### src/rtl/uart_pkg.sv
// Shared types and constants for the duplex UART.
package uart_pkg;

    typedef enum logic [1:0] {
        PAR_NONE  = 2'b00,
        PAR_ODD   = 2'b01,
        PAR_EVEN  = 2'b10,
        PAR_NONE2 = 2'b11
    } parity_e;

    typedef enum logic [2:0] {
        TX_IDLE,
        TX_START,
        TX_DATA,
        TX_PARITY,
        TX_STOP
    } tx_state_e;

    typedef enum logic [2:0] {
        RX_IDLE,
        RX_START,
        RX_DATA,
        RX_PARITY,
        RX_STOP
    } rx_state_e;

    localparam int PAR_ERR = 0;
    localparam int FRM_ERR = 1;

    localparam logic [15:0] MIN_BAUD_DIV = 16'd4;

    function automatic logic [15:0] eff_div(
        input logic [15:0] d
    );
        return (d < MIN_BAUD_DIV) ? MIN_BAUD_DIV : d;
    endfunction

endpackage

### src/rtl/uart_sync_fifo.sv
// Show-ahead synchronous FIFO with full/empty/level.
module uart_sync_fifo #(
    parameter int WIDTH = 8,
    parameter int DEPTH = 16,
    localparam int AW = $clog2(DEPTH),
    localparam int LW = AW + 1
) (
    input  logic             clk,
    input  logic             rst_n,
    input  logic             push,
    input  logic [WIDTH-1:0] wdata,
    input  logic             pop,
    output logic [WIDTH-1:0] rdata,
    output logic             full,
    output logic             empty,
    output logic [LW-1:0]    level
);

    logic [WIDTH-1:0] mem [DEPTH];
    logic [AW-1:0]    wptr;
    logic [AW-1:0]    rptr;
    logic             do_push;
    logic             do_pop;

    assign full    = (level == LW'(DEPTH));
    assign empty   = (level == '0);
    assign do_push = push && !full;
    assign do_pop  = pop && !empty;

    // Empty reads as zero so the head is defined out of reset.
    assign rdata = empty ? '0 : mem[rptr];

    always_ff @(posedge clk or negedge rst_n) begin
        if (!rst_n) begin
            wptr  <= '0;
            rptr  <= '0;
            level <= '0;
        end else begin
            if (do_push) wptr <= wptr + 1'b1;
            if (do_pop)  rptr <= rptr + 1'b1;
            if (do_push && !do_pop)
                level <= level + 1'b1;
            else if (!do_push && do_pop)
                level <= level - 1'b1;
        end
    end

    always_ff @(posedge clk) begin
        if (do_push) mem[wptr] <= wdata;
    end

endmodule

### src/rtl/uart_duplex_fifo.sv
// Full-duplex UART: TX/RX engines with FIFOs,
// runtime baud divisor, parity and loopback.
module uart_duplex_fifo
    import uart_pkg::*;
#(
    parameter int DATA_W     = 8,
    parameter int FIFO_DEPTH = 16,
    parameter int STOP_BITS  = 1,
    localparam int LVL_W = $clog2(FIFO_DEPTH) + 1
) (
    input  logic              clk,
    input  logic              rst_n,
    input  logic [15:0]       baud_div,
    input  logic [1:0]        parity_type,
    input  logic              loopback,
    input  logic              ovf_clr,
    input  logic [DATA_W-1:0] tx_data,
    input  logic              tx_valid,
    output logic              tx_ready,
    output logic [DATA_W-1:0] rx_data,
    output logic [1:0]        rx_err,
    output logic              rx_valid,
    input  logic              rx_ready,
    input  logic              rx_serial,
    output logic              tx_serial,
    output logic              tx_busy,
    output logic              rx_busy,
    output logic              rx_overflow,
    output logic [LVL_W-1:0]  tx_level,
    output logic [LVL_W-1:0]  rx_level
);

    localparam int BCW = $clog2(DATA_W + 1);
    localparam int RW  = DATA_W + 2;

    logic [15:0] cfg_div;
    parity_e     cfg_par;
    logic        cfg_par_en;
    logic        cfg_par_odd;

    assign cfg_div     = eff_div(baud_div);
    assign cfg_par     = parity_e'(parity_type);
    assign cfg_par_en  = (cfg_par == PAR_ODD) ||
                         (cfg_par == PAR_EVEN);
    assign cfg_par_odd = (cfg_par == PAR_ODD);

    // ---------------- TX ----------------
    tx_state_e         tx_state, tx_state_n;
    logic [15:0]       tx_div, tx_div_n;
    logic [15:0]       tx_cnt, tx_cnt_n;
    logic [BCW-1:0]    tx_bit, tx_bit_n;
    logic [DATA_W-1:0] tx_shr, tx_shr_n;
    logic              tx_par_en, tx_par_en_n;
    logic              tx_par_bit, tx_par_bit_n;
    logic              tx_line, tx_line_n;
    logic              tx_tick;
    logic              tx_load;
    logic [DATA_W-1:0] tx_head;
    logic              tx_full;
    logic              tx_empty;

    uart_sync_fifo #(
        .WIDTH (DATA_W),
        .DEPTH (FIFO_DEPTH)
    ) u_tx_fifo (
        .clk   (clk),
        .rst_n (rst_n),
        .push  (tx_valid),
        .wdata (tx_data),
        .pop   (tx_load),
        .rdata (tx_head),
        .full  (tx_full),
        .empty (tx_empty),
        .level (tx_level)
    );

    assign tx_ready  = !tx_full;
    assign tx_busy   = (tx_state != TX_IDLE);
    assign tx_tick   = (tx_cnt == 16'd0);
    assign tx_serial = loopback ? 1'b1 : tx_line;

    always_comb begin
        tx_state_n   = tx_state;
        tx_div_n     = tx_div;
        tx_cnt_n     = tx_cnt;
        tx_bit_n     = tx_bit;
        tx_shr_n     = tx_shr;
        tx_par_en_n  = tx_par_en;
        tx_par_bit_n = tx_par_bit;
        tx_load      = 1'b0;
        tx_line_n    = 1'b1;
        unique case (tx_state)
            TX_IDLE: tx_load = !tx_empty;
            TX_START: begin
                if (tx_tick) begin
                    tx_state_n = TX_DATA;
                    tx_bit_n   = '0;
                end
            end
            TX_DATA: begin
                if (tx_tick) begin
                    tx_shr_n = tx_shr >> 1;
                    if (tx_bit == BCW'(DATA_W - 1)) begin
                        tx_state_n = tx_par_en ? TX_PARITY
                                               : TX_STOP;
                        tx_bit_n   = '0;
                    end else begin
                        tx_bit_n = tx_bit + 1'b1;
                    end
                end
            end
            TX_PARITY: begin
                if (tx_tick) tx_state_n = TX_STOP;
            end
            TX_STOP: begin
                if (tx_tick) begin
                    if (tx_bit == BCW'(STOP_BITS - 1)) begin
                        tx_state_n = TX_IDLE;
                        tx_load    = !tx_empty;
                    end else begin
                        tx_bit_n = tx_bit + 1'b1;
                    end
                end
            end
            default: tx_state_n = TX_IDLE;
        endcase
        if (tx_state != TX_IDLE)
            tx_cnt_n = tx_tick ? tx_div - 16'd1
                               : tx_cnt - 16'd1;
        // Loading from STOP chains frames with no idle gap.
        if (tx_load) begin
            tx_state_n   = TX_START;
            tx_div_n     = cfg_div;
            tx_cnt_n     = cfg_div - 16'd1;
            tx_shr_n     = tx_head;
            tx_bit_n     = '0;
            tx_par_en_n  = cfg_par_en;
            tx_par_bit_n = (^tx_head) ^ cfg_par_odd;
        end
        unique case (tx_state_n)
            TX_START:  tx_line_n = 1'b0;
            TX_DATA:   tx_line_n = tx_shr_n[0];
            TX_PARITY: tx_line_n = tx_par_bit_n;
            default:   tx_line_n = 1'b1;
        endcase
    end

    always_ff @(posedge clk or negedge rst_n) begin
        if (!rst_n) begin
            tx_state   <= TX_IDLE;
            tx_div     <= MIN_BAUD_DIV;
            tx_cnt     <= '0;
            tx_bit     <= '0;
            tx_shr     <= '0;
            tx_par_en  <= 1'b0;
            tx_par_bit <= 1'b0;
            tx_line    <= 1'b1;
        end else begin
            tx_state   <= tx_state_n;
            tx_div     <= tx_div_n;
            tx_cnt     <= tx_cnt_n;
            tx_bit     <= tx_bit_n;
            tx_shr     <= tx_shr_n;
            tx_par_en  <= tx_par_en_n;
            tx_par_bit <= tx_par_bit_n;
            tx_line    <= tx_line_n;
        end
    end

    // ---------------- RX ----------------
    rx_state_e         rx_state, rx_state_n;
    logic [15:0]       rx_div, rx_div_n;
    logic [15:0]       rx_cnt, rx_cnt_n;
    logic [BCW-1:0]    rx_bit, rx_bit_n;
    logic [DATA_W-1:0] rx_shr, rx_shr_n;
    logic              rx_par_en, rx_par_en_n;
    logic              rx_par_odd, rx_par_odd_n;
    logic              rx_perr, rx_perr_n;
    logic              rx_hold, rx_hold_n;
    logic              rx_s1, rx_s2, rx_prev;
    logic              rx_fall;
    logic              rx_tick;
    logic              rx_push;
    logic [1:0]        rx_werr;
    logic [RW-1:0]     rx_head;
    logic              rx_full;
    logic              rx_empty;

    always_ff @(posedge clk or negedge rst_n) begin
        if (!rst_n) begin
            rx_s1   <= 1'b1;
            rx_s2   <= 1'b1;
            rx_prev <= 1'b1;
        end else begin
            rx_s1   <= loopback ? tx_line : rx_serial;
            rx_s2   <= rx_s1;
            rx_prev <= rx_s2;
        end
    end

    assign rx_fall = rx_prev && !rx_s2;
    assign rx_tick = (rx_cnt == 16'd0);
    assign rx_busy = (rx_state != RX_IDLE);

    always_comb begin
        rx_state_n   = rx_state;
        rx_div_n     = rx_div;
        rx_cnt_n     = rx_cnt;
        rx_bit_n     = rx_bit;
        rx_shr_n     = rx_shr;
        rx_par_en_n  = rx_par_en;
        rx_par_odd_n = rx_par_odd;
        rx_perr_n    = rx_perr;
        rx_hold_n    = rx_hold;
        rx_push      = 1'b0;
        rx_werr      = 2'b00;
        unique case (rx_state)
            RX_IDLE: begin
                if (rx_hold && rx_s2) rx_hold_n = 1'b0;
                if (!rx_hold && rx_fall) begin
                    rx_state_n   = RX_START;
                    rx_div_n     = cfg_div;
                    rx_cnt_n     = (cfg_div >> 1) - 16'd1;
                    rx_par_en_n  = cfg_par_en;
                    rx_par_odd_n = cfg_par_odd;
                    rx_perr_n    = 1'b0;
                end
            end
            RX_START: begin
                if (rx_tick) begin
                    rx_state_n = rx_s2 ? RX_IDLE : RX_DATA;
                    rx_bit_n   = '0;
                end
            end
            RX_DATA: begin
                if (rx_tick) begin
                    rx_shr_n = {rx_s2, rx_shr[DATA_W-1:1]};
                    if (rx_bit == BCW'(DATA_W - 1))
                        rx_state_n = rx_par_en ? RX_PARITY
                                               : RX_STOP;
                    else
                        rx_bit_n = rx_bit + 1'b1;
                end
            end
            RX_PARITY: begin
                if (rx_tick) begin
                    rx_perr_n  = (^{rx_shr, rx_s2}) ^ rx_par_odd;
                    rx_state_n = RX_STOP;
                end
            end
            RX_STOP: begin
                // Push mid stop bit so the next start edge is caught.
                if (rx_tick) begin
                    rx_push          = 1'b1;
                    rx_werr[PAR_ERR] = rx_perr;
                    rx_werr[FRM_ERR] = !rx_s2;
                    rx_hold_n        = !rx_s2;
                    rx_state_n       = RX_IDLE;
                end
            end
            default: rx_state_n = RX_IDLE;
        endcase
        if (rx_state != RX_IDLE)
            rx_cnt_n = rx_tick ? rx_div - 16'd1
                               : rx_cnt - 16'd1;
    end

    always_ff @(posedge clk or negedge rst_n) begin
        if (!rst_n) begin
            rx_state   <= RX_IDLE;
            rx_div     <= MIN_BAUD_DIV;
            rx_cnt     <= '0;
            rx_bit     <= '0;
            rx_shr     <= '0;
            rx_par_en  <= 1'b0;
            rx_par_odd <= 1'b0;
            rx_perr    <= 1'b0;
            rx_hold    <= 1'b0;
        end else begin
            rx_state   <= rx_state_n;
            rx_div     <= rx_div_n;
            rx_cnt     <= rx_cnt_n;
            rx_bit     <= rx_bit_n;
            rx_shr     <= rx_shr_n;
            rx_par_en  <= rx_par_en_n;
            rx_par_odd <= rx_par_odd_n;
            rx_perr    <= rx_perr_n;
            rx_hold    <= rx_hold_n;
        end
    end

    uart_sync_fifo #(
        .WIDTH (RW),
        .DEPTH (FIFO_DEPTH)
    ) u_rx_fifo (
        .clk   (clk),
        .rst_n (rst_n),
        .push  (rx_push),
        .wdata ({rx_werr, rx_shr_n}),
        .pop   (rx_ready),
        .rdata (rx_head),
        .full  (rx_full),
        .empty (rx_empty),
        .level (rx_level)
    );

    assign rx_valid = !rx_empty;
    assign rx_data  = rx_head[DATA_W-1:0];
    assign rx_err   = rx_head[DATA_W +: 2];

    always_ff @(posedge clk or negedge rst_n) begin
        if (!rst_n)
            rx_overflow <= 1'b0;
        else if (rx_push && rx_full)
            rx_overflow <= 1'b1;
        else if (ovf_clr)
            rx_overflow <= 1'b0;
    end

endmodule
### config.mk
export PLATFORM = sky130hd
export DESIGN_NAME = uart_duplex_fifo
export DESIGN_NICKNAME = d
export VERILOG_FILES = /design/src/rtl/uart_pkg.sv /design/src/rtl/uart_sync_fifo.sv /design/src/rtl/uart_duplex_fifo.sv
export SDC_FILE = /design/constraint.sdc
export NUM_CORES = 1
export LEC_CHECK = 0
export ABC_CLOCK_PERIOD_IN_PS = 8770
export CORE_ASPECT_RATIO = 2
export CORE_MARGIN = 5
export CORE_UTILIZATION = 40
export CTS_CLUSTER_DIAMETER = 80
export DETAILED_ROUTE_END_ITERATION = 16
export PLACE_DENSITY = 0.59
export SLEW_MARGIN = 20
export SYNTH_ARGS = -nofsm -noshare
export SYNTH_HDL_FRONTEND = slang
export SYNTH_SLANG_ARGS = --single-unit
### constraint.sdc
create_clock -name clk -period 8.77 [get_ports clk]
set_clock_uncertainty 0.15 [all_clocks]
set_input_delay 2.631 -clock clk [delete_from_list [all_inputs] [get_ports clk]]
set_output_delay 2.631 -clock clk [all_outputs]
set_load 0.01 [all_outputs]
After elaboration in Yosys (flattened, before gate mapping)
Memory sizes are Yosys's and may differ from the RTL's.
Index checks and enable logic that the tools add are counted.
{"block": "word_totals", "register_bits": 131, "ramBits": 288, "in_bits": 33, "output_inout_bits": 26, "elab_cells": 203, "mem_count": 2}
{"name": "u_rx_fifo.mem", "words": 16, "word_bits": 10, "read_ports": 1, "rd_ports_with_merged_regs": 0, "wr": 1, "line": "uart_sync_fifo.sv:19", "source": "logic [WIDTH-1:0] mem [DEPTH];"}
{"name": "u_tx_fifo.mem", "words": 16, "word_bits": 8, "read_ports": 1, "rd_ports_with_merged_regs": 0, "wr": 1, "line": "uart_sync_fifo.sv:19"}
{"block": "op_classes", "addsub": 16, "n_lt_le_gt_ge": 1, "eq_ne": 29, "n_mux": 71, "bitwise_logic": 2, "reduce_logical": 54}
{"op": "$mux 16", "count": 8}
{"op": "$sub 16x1->16 const B", "count": 5}
{"op": "$mux 8", "count": 6}
{"op": "$mux 3", "count": 15}
{"op": "$mux 4", "count": 9}
{"op": "$logic_not 16->1", "count": 2}
{"op": "$pmux 3 s5", "count": 2}
{"op": "$add 4x1->4 const B", "count": 6}
{"op": "$reduce_bool 2->1", "count": 11}
{"op": "$mux 5", "count": 4}
{"op": "$eq 3x2->1 const B", "count": 6}
{"op": "$mux 1", "count": 17}
{"op": "$lt 16x3->1 const B", "count": 1}
{"op": "$ne 2x2->1 const B", "count": 8}
{"op": "$sub 15x1->16 const B", "count": 1}
{"op": "$logic_and 1x1->1", "count": 12}
{"op": "$ne 3x2->1 const B", "count": 4}
{"op": "$pmux 4 s3", "count": 1}
{"op": "$add 5x1->5 const B", "count": 2}
{"op": "$eq 5x5->1 const B", "count": 2}
{"op": "$logic_not 1->1", "count": 10}
{"op": "$logic_not 5->1", "count": 2}
{"op": "$mux 10", "count": 1}
{"op": "$sub 5x1->5 const B", "count": 2}
{"op": "other kinds (22)", "count": 36}

Longest topological paths before layout
Gate-level depths: netlist of the first run.
{"block": "depth", "ltp_word": 9, "depth_mapped": 17, "ltp_nobuf": 14}

By module
A second synthesis of the first run with hierarchy kept.
{"block": "hier_totals", "hier_cells": 1290, "hier_area_um2": 18746.7}
{"module": "uart_sync_fifo (u_rx_fifo)", "instances": 1, "cells_each": 347, "area_each_um2": 6976.7, "seq_area_each_um2": 5129.9}
{"module": "uart_duplex_fifo", "instances": 1, "cells_each": 646, "area_each_um2": 5938.2, "seq_area_each_um2": 2635.0}
{"module": "uart_sync_fifo (u_tx_fifo)", "instances": 1, "cells_each": 297, "area_each_um2": 5831.8, "seq_area_each_um2": 4169.0}

Worst setup path before layout of the first run
OpenSTA, ideal clock, no wires.
{"block": "synth_timing", "path_kind": "input to output", "from": "input loopback", "to": "output tx_serial", "t_arrival_ns": 2.937, "t_required_ns": 5.989, "setup_slack_ns": 3.052, "stages": 1, "n_path_buf": 0, "path_cell_list": "or2_2"}
{"block": "synth_via", "elab_chain_len": 1}
{"element": "start: declaration", "line": "uart_duplex_fifo.sv:15", "source": "input logic loopback,"}
{"element": "$mux 1", "line": "uart_duplex_fifo.sv:80", "source": "assign tx_serial = loopback ? 1'b1 : tx_line;"}
{"element": "end: declaration", "line": "uart_duplex_fifo.sv:25", "source": "output logic tx_serial,"}
No other way between the ends.

Worst setup path in the final report of the first run
Ends and elaborated chain as after synthesis.

==> results of run 1 <==
-- per-stage QoR --
stage                     total power, mW  cell area, µm²  setup slack [ns]  hold slack [ns]  std cells
final                               5.233           21170             2.159           0.2315       2007
after CTS                           5.299           21170             2.151           0.2307       2007
after floorplan                     3.210           18680             3.052           0.1952       1299
after global placement              3.501           19850             2.159           0.2245       1935
after detailed placement            3.524           19850             2.161           0.2200       1935
after global routing                5.492           21170             2.021           0.2306       2007
-- cell usage after synthesis, drive strengths merged (3+ instances only) --
master / n / share of area
mux2: 22 / 0.013
inv: 17 / 0.0034
nor4: 15 / 0.0057
o31ai: 6 / 0.0027
mux2i: 11 / 0.0059
a21o: 6 / 0.0024
o211ai: 7 / 0.0031
edfxtp: 288 / 0.46
mux4: 86 / 0.11
nand4: 9 / 0.0030
or3: 6 / 0.0020
a221oi: 6 / 0.0031
dfrtp: 125 / 0.17
dfstp: 6 / 0.0084
and2: 30 / 0.010
buf: 33 / 0.012
nand3b: 5 / 0.0020
xor2: 16 / 0.0075
a211oi: 10 / 0.0040
clkbuf: 31 / 0.0064
nor3: 25 / 0.0078
or4: 4 / 0.0016
nand2b: 12 / 0.0040
o21ai: 61 / 0.016
xnor2: 47 / 0.022
and2b: 3 / 0.0012
nand3: 24 / 0.0064
a22oi: 4 / 0.0019
nor2: 82 / 0.016
or2: 6 / 0.0020
nor2b: 6 / 0.0020
nand2: 148 / 0.030
a22o: 4 / 0.0019
ha: 24 / 0.016
nor3b: 5 / 0.0020
a21oi: 63 / 0.017
a31oi: 8 / 0.0027
and3: 5 / 0.0017
o21a: 4 / 0.0016
-- final timing paths --
check | start | end | slack, ns | depth (start not counted)
max | loopback | tx_serial | 2.16 | 3
min | rx_s1 | rx_s2 | 0.23 | 0
max reg2reg | u_tx_fifo.level[0] | tx_cnt[12] | 4.75 | 12
min reg2reg | rx_s1 | rx_s2 | 0.23 | 0
max in group asynchronous | rst_n | tx_div[12] | 5.13 | 2
min in group asynchronous | rst_n | tx_shr[7] | 1.95 | 1
-- state kept, by name, summed over array words and instances, names as in the netlist, 3 cells and up --
| register | flops |
|---|---|
| rx_bit | 4 |
| rx_cnt | 16 |
| rx_div | 16 |
| rx_shr | 8 |
| rx_state | 3 |
| tx_bit | 4 |
| tx_cnt | 16 |
| tx_div | 16 |
| tx_shr | 8 |
| tx_state | 3 |
| u_rx_fifo.level | 5 |
| u_rx_fifo.mem | 160 |
| u_rx_fifo.rptr | 4 |
| u_rx_fifo.wptr | 4 |
| u_tx_fifo.level | 5 |
| u_tx_fifo.mem | 128 |
| u_tx_fifo.rptr | 4 |
| u_tx_fifo.wptr | 4 |
-- per-layer routing --
layer / up-vias / GRT usage
met5: - / 0
met4: 6 / 0.05743
met3: 71 / 0.02713
met2: 221 / 0.3495
met1: 5486 / 0.1629
li1: 5019 / -
-- worst max-delay path, stage by stage --
cell and delay (ns):
sky130_fd_sc_hd__clkdlybuf4s50_1 0.42, sky130_fd_sc_hd__or2_2 0.30, sky130_fd_sc_hd__clkdlybuf4s50_1 0.48
-- logic make-up (layout without fill, tap and decap cells) --
family / Yosys count / in the layout / share of synthesized area
AOI/OAI and AO/OA: 200 / 200 / 0.06672
xor gates and xnor gates: 63 / 63 / 0.02954
adders and majority gates: 26 / 26 / 0.01822
buffers and inverters: 81 / 162 / 0.02150
DFF: 419 / 419 / 0.6389
muxes: 119 / 119 / 0.1243
and+or+nand+nor: 391 / 391 / 0.1008
-- where the power goes --
| part | internal, mW | total (mW) | switching (mW) | leakage [nW] |
|---|---|---|---|---|
| clock | 0.999 | 1.76 | 0.758 | 0.636 |
| sequential | 2.32 | 2.49 | 0.174 | 4.02 |
| combinational | 0.449 | 0.984 | 0.534 | 2.41 |
| total | 3.77 | 5.23 | 1.47 | 7.07 |
-- area by class of cell --
type / instances / area share
sequential: 419 / 0.5638
multi-input combinational: 799 / 0.3008
clock buffer: 49 / 0.05082
tap: 627 / 0.03705
timing repair buffer: 73 / 0.03280
clock inverter: 23 / 0.01170
inverter: 17 / 0.003014
-- cell usage in the layout, fill, tap and decap left out, types with 15 or more instances in the layout --
cell type and n:
sky130_fd_sc_hd__xnor2_1 47, sky130_fd_sc_hd__o21ai_0 59, sky130_fd_sc_hd__buf_4 15, sky130_fd_sc_hd__edfxtp_1 288, sky130_fd_sc_hd__nor3_1 18, sky130_fd_sc_hd__clkbuf_16 41, sky130_fd_sc_hd__and2_1 30, sky130_fd_sc_hd__inv_1 15
sky130_fd_sc_hd__mux2_2 22, sky130_fd_sc_hd__a21oi_1 62, sky130_fd_sc_hd__xor2_1 16, sky130_fd_sc_hd__clkdlybuf4s50_1 57, sky130_fd_sc_hd__dfrtp_1 122, sky130_fd_sc_hd__ha_1 24, sky130_fd_sc_hd__nand2_1 148, sky130_fd_sc_hd__nand3_1 24
sky130_fd_sc_hd__mux4_2 79, sky130_fd_sc_hd__nor2_1 81
==> impl_metrics.toml, run 1 <==
[global_routing]
grt_max_degree = 69
gr-usage-all-layers = 0.1688
vias_in_the_first_global_route = 11424
grt_antenna_before_repair = 3
first_pass_grt_wire_length_mm = 66.65
grt-ovfl-total = 0

[status]
status = "completed"

[layout]
multi_input_comb_area_mm2 = 0.006370
flow.area_growth_from_synthesis_pct = 13.36
finalNetCount = 1408
utilization = 0.4551
diodes = 0
drive_above_1_share = 0.1565
filler_cell_count = 4202
sequential_cell_area_mm2 = 0.01194

[die]
pin_count = 59
die_h_um = 315.6
core_area_mm2 = 0.04652
design.die.area_mm2 = 0.05138
row_count = 112
die-width_um = 162.8
effective_utilization_at_floorplan = 0.4015

[pwr]
static-leakage-power_nw = 7.066
power.density_cell_area_mw_per_mm2 = 247.2
worst_ir_drop_vdd_mv = 0.1688

[setup_path]
timing.critical_path.fanout_max = 2
cp_data_arrival_time_ns = 3.83
criticalPathCategory = "primary input to primary output"
critical_path.endpoint_type = "primary output"
setup.worst_path.start_class = "primary input"
critical_path_required_ns = 5.99

[sta]
rsz0062_at_grt = "false"
report.final.hold_viol_count = 0
fin_crit_sh = 0.7539
highest_attainable_clock_frequency_ghz = 0.1513
timing.max_slew.rel_slack = 0.3005
final_count_of_negative_setup_slack_endpoints = 0
finalMaxSlewViolations = 0
worstMarginPinSlew_ns = 1.045
timing.final.crit_period_ns = 6.611
finalSetupTns_ns = 0

[synthesis]
post_synth_inst_count = 1299
synth_enable_flop_cells = 288
synth_seq_cells = 419
netlist_area_mm2 = 0.01868
synth.net_count = 1358
ys_seq_area_frac = 0.6389
post_synth.cell_area_avg_um2 = 14.38
synth-warning-count = 0
asyncSetResetFlopFracSynth = 0.3126
synthDistinctLibCells = 76
synth-main-ff-cell = "sky130_fd_sc_hd__edfxtp_1"

[routing]
dr.max_layer_used = "met5"
dr.pass1.iters = 5
routedLengthMet1_mm = 14.31
drt_iter0_markers = 587
route.detailed.drc = 0
avgRoutedWirePerCell_um = 21.40
drt-total-wl_mm = 42.95
drt.antenna.violating_nets = 0
met3RoutedLength_mm = 1.512
routed-via-count = 10803
avgViaCountPerCell = 5.383
met2WireLength_mm = 25.80

[clock_tree]
clock-sinks = 419
post_cts_hold_buffer_count = 0
tritoncts = "built"
clk_path_buf_depth = 3
cts-root-buf = "sky130_fd_sc_hd__clkbuf_16"
cts_htree_levels = 2
postCtsSetupRepairBufs = 0
clock_latency_on_the_worst_skew_pair_ns = 0.55
cts.clk_slew.worst_paths_ns = 0.06
post_cts_resize_count = 0
tritoncts.num_buffers = 39

[worst_hold_path]
hold_class = "register to register"

[job]
cap_viol_max_count = 0

[placement]
dp_hpwl_mm = 30.56
gpl.final_weighted_congestion = 0.8327
placement.io_buffers = 58
Power figures use the tool's default switching activity.
==> run 2, diff against run 1 <==
- ABC_CLOCK_PERIOD_IN_PS: 8770 -> 6100
- clock period: 8.77 -> 6.1 ns (I/O delays scaled with it)
==> run 2 against run 1 <==
Effect of this change:
- global-route usage increased by 0.17 points
- hold slack improved by 0.012 ns
- register-to-register slack got worse by 2.7 ns
- sequential power increased by 46%
- final area increased by 0.15%
- sequential share of layout area decreased by 0.086 points
- combinational power increased by 39%
- clock power increased by 40%
- die area unchanged
- critical path depth increased by 2
- setup slack got worse by 1.4 ns
- largest cell class unchanged
- first-iteration DRC count decreased by 3.9%
==> impl_metrics.toml, run 2 (synthesis gave the netlist of run 1 again) <==
[setup_path]
criticalPathCategory = "register to primary output"
timing.critical_path.fanout_max = 18
setup.worst_path.start_class = "register"
rrSetupSlack_ns = 2.05
critical_path.endpoint_type = "primary output"
cp_data_arrival_time_ns = 3.37
critical_path_required_ns = 4.12

[global_routing]
vias_in_the_first_global_route = 11217
grt_antenna_before_repair = 2
grt_max_degree = 100
gr-usage-all-layers = 0.1705
first_pass_grt_wire_length_mm = 67.20
grt-ovfl-total = 0

[routing]
drt.antenna.violating_nets = 0
routed-via-count = 10816
avgViaCountPerCell = 5.376
met3RoutedLength_mm = 1.174
dr.pass1.iters = 5
drt-total-wl_mm = 43.28
dr.max_layer_used = "met5"
avgRoutedWirePerCell_um = 21.51
routedLengthMet1_mm = 14.77
met2WireLength_mm = 26.04
drt_iter0_markers = 564
route.detailed.drc = 0

[die]
effective_utilization_at_floorplan = 0.4015
die_h_um = 315.6
core_area_mm2 = 0.04652
design.die.area_mm2 = 0.05138
pin_count = 59
die-width_um = 162.8
row_count = 112

[sta]
finalMaxSlewViolations = 0
timing.final.crit_period_ns = 5.354
rsz0062_at_grt = "false"
fin_ws_ns = 0.7465
hold_ws_ns = 0.2434
worstMarginPinSlew_ns = 1.059
final_count_of_negative_setup_slack_endpoints = 0
fin_crit_sh = 0.8776
highest_attainable_clock_frequency_ghz = 0.1868
timing.max_slew.rel_slack = 0.2916
finalSetupTns_ns = 0
report.final.hold_viol_count = 0

[pwr]
power.density_cell_area_mw_per_mm2 = 352.3
worst_ir_drop_vdd_mv = 0.2385
report.power.total_mw = 7.471
static-leakage-power_nw = 7.015

[worst_hold_path]
hold_class = "register to register"

[layout]
fin_cells = 2012
largest_register = "u_rx_fifo.mem"
filler_cell_count = 4198
largest_register_ff_count = 160
layout.cells.most_common_list = "sky130_fd_sc_hd__edfxtp_1 (288), sky130_fd_sc_hd__nand2_1 (148), sky130_fd_sc_hd__dfrtp_1 (122)"
finalNetCount = 1414
drive_above_1_share = 0.1568
flow.area_growth_from_synthesis_pct = 13.54
largestRegisters = "u_rx_fifo.mem: 160 flops, u_tx_fifo.mem: 128 flops"
final_common_cell = "sky130_fd_sc_hd__edfxtp_1"
final_cell_area_mm2 = 0.02121
utilization = 0.4558

[placement]
dp_hpwl_mm = 31.46
dpl_cell_area_mm2 = 0.01990
dp_slack_ns = 0.5437
post-place-cells = 1942
placement.io_buffers = 58
gpl.final_weighted_congestion = 0.8170

[clock_tree]
clock-sinks = 419
postCtsSetupRepairBufs = 0
tritoncts = "built"
clk_path_buf_depth = 3
cts_htree_levels = 2
cts-root-buf = "sky130_fd_sc_hd__clkbuf_16"
cts.clk_slew.worst_paths_ns = 0.07
post_cts_resize_count = 0
clock_latency_on_the_worst_skew_pair_ns = 0.55
tritoncts.num_buffers = 37
post_cts_hold_buffer_count = 0

[job]
cap_viol_max_count = 0

[status]
status = "completed"
run 2: cell count changes in the layout (fill, tap and decap cells not counted), moves of 2 or more:
cell / delta
sky130_fd_sc_hd__clkinv_2: -2
sky130_fd_sc_hd__clkinvlp_4: -3
sky130_fd_sc_hd__clkbuf_16: -3
sky130_fd_sc_hd__buf_4: +7
sky130_fd_sc_hd__clkinv_1: +2
run 2: path summary, 6_finish.rpt:
| check | startpoint | end | depth (start not counted) |
|---|---|---|---|
| hold reg to reg | rx_s1 | rx_s2 | 0 |
| setup / recovery | u_rx_fifo.rptr[0] | rx_data[5] | 5 |
| min in group asynchronous | rst_n | rx_overflow | 1 |
| hold / removal | rx_s1 | rx_s2 | 0 |
| setup reg to reg | rx_cnt[10] | u_rx_fifo.level[4] | 13 |
| max in group asynchronous | rst_n | tx_bit[1] | 3 |
run 2: area by class of cell:
class | count | area [µm²] | area share
clock buffer | 48 | 1018 | 0.04803
inverter | 17 | 63.81 | 0.003009
sequential | 419 | 11940 | 0.5629
clock inverter | 20 | 255.2 | 0.01204
antenna | 1 | 2.502 | 0.0001180
multi-input combinational | 799 | 6370 | 0.3004
tap | 627 | 784.5 | 0.03699
timing repair buffer | 81 | 774.5 | 0.03652
run 2: critical path: stages, from the launching register on:
cell and delay [ns]:
sky130_fd_sc_hd__dfrtp_2 0.76, sky130_fd_sc_hd__buf_4 0.32, sky130_fd_sc_hd__mux4_2 0.54, sky130_fd_sc_hd__mux4_2 0.54, sky130_fd_sc_hd__and2_1 0.19, sky130_fd_sc_hd__clkdlybuf4s50_1 0.47
run 2: report_power, final:
part	total [mW]	internal, mW	switching [mW]
Combinational	1.37	0.650	0.720
Clock	2.47	1.41	1.06
Sequential	3.63	3.33	0.303
Total	7.47	5.39	2.08
run 2: layer usage:
metal / up-vias / GRT usage
met2: 216 / 0.3520
li1: 5026 / -
met5: - / 0
met1: 5496 / 0.1712
met3: 76 / 0.02113
met4: 2 / 0.05457
==> run 3, diff against run 2 <==
- HOLD_SLACK_MARGIN: not set -> 0.05
==> results of run 3 <==
Final layout, timing and power as in run 2 (identical DEF).
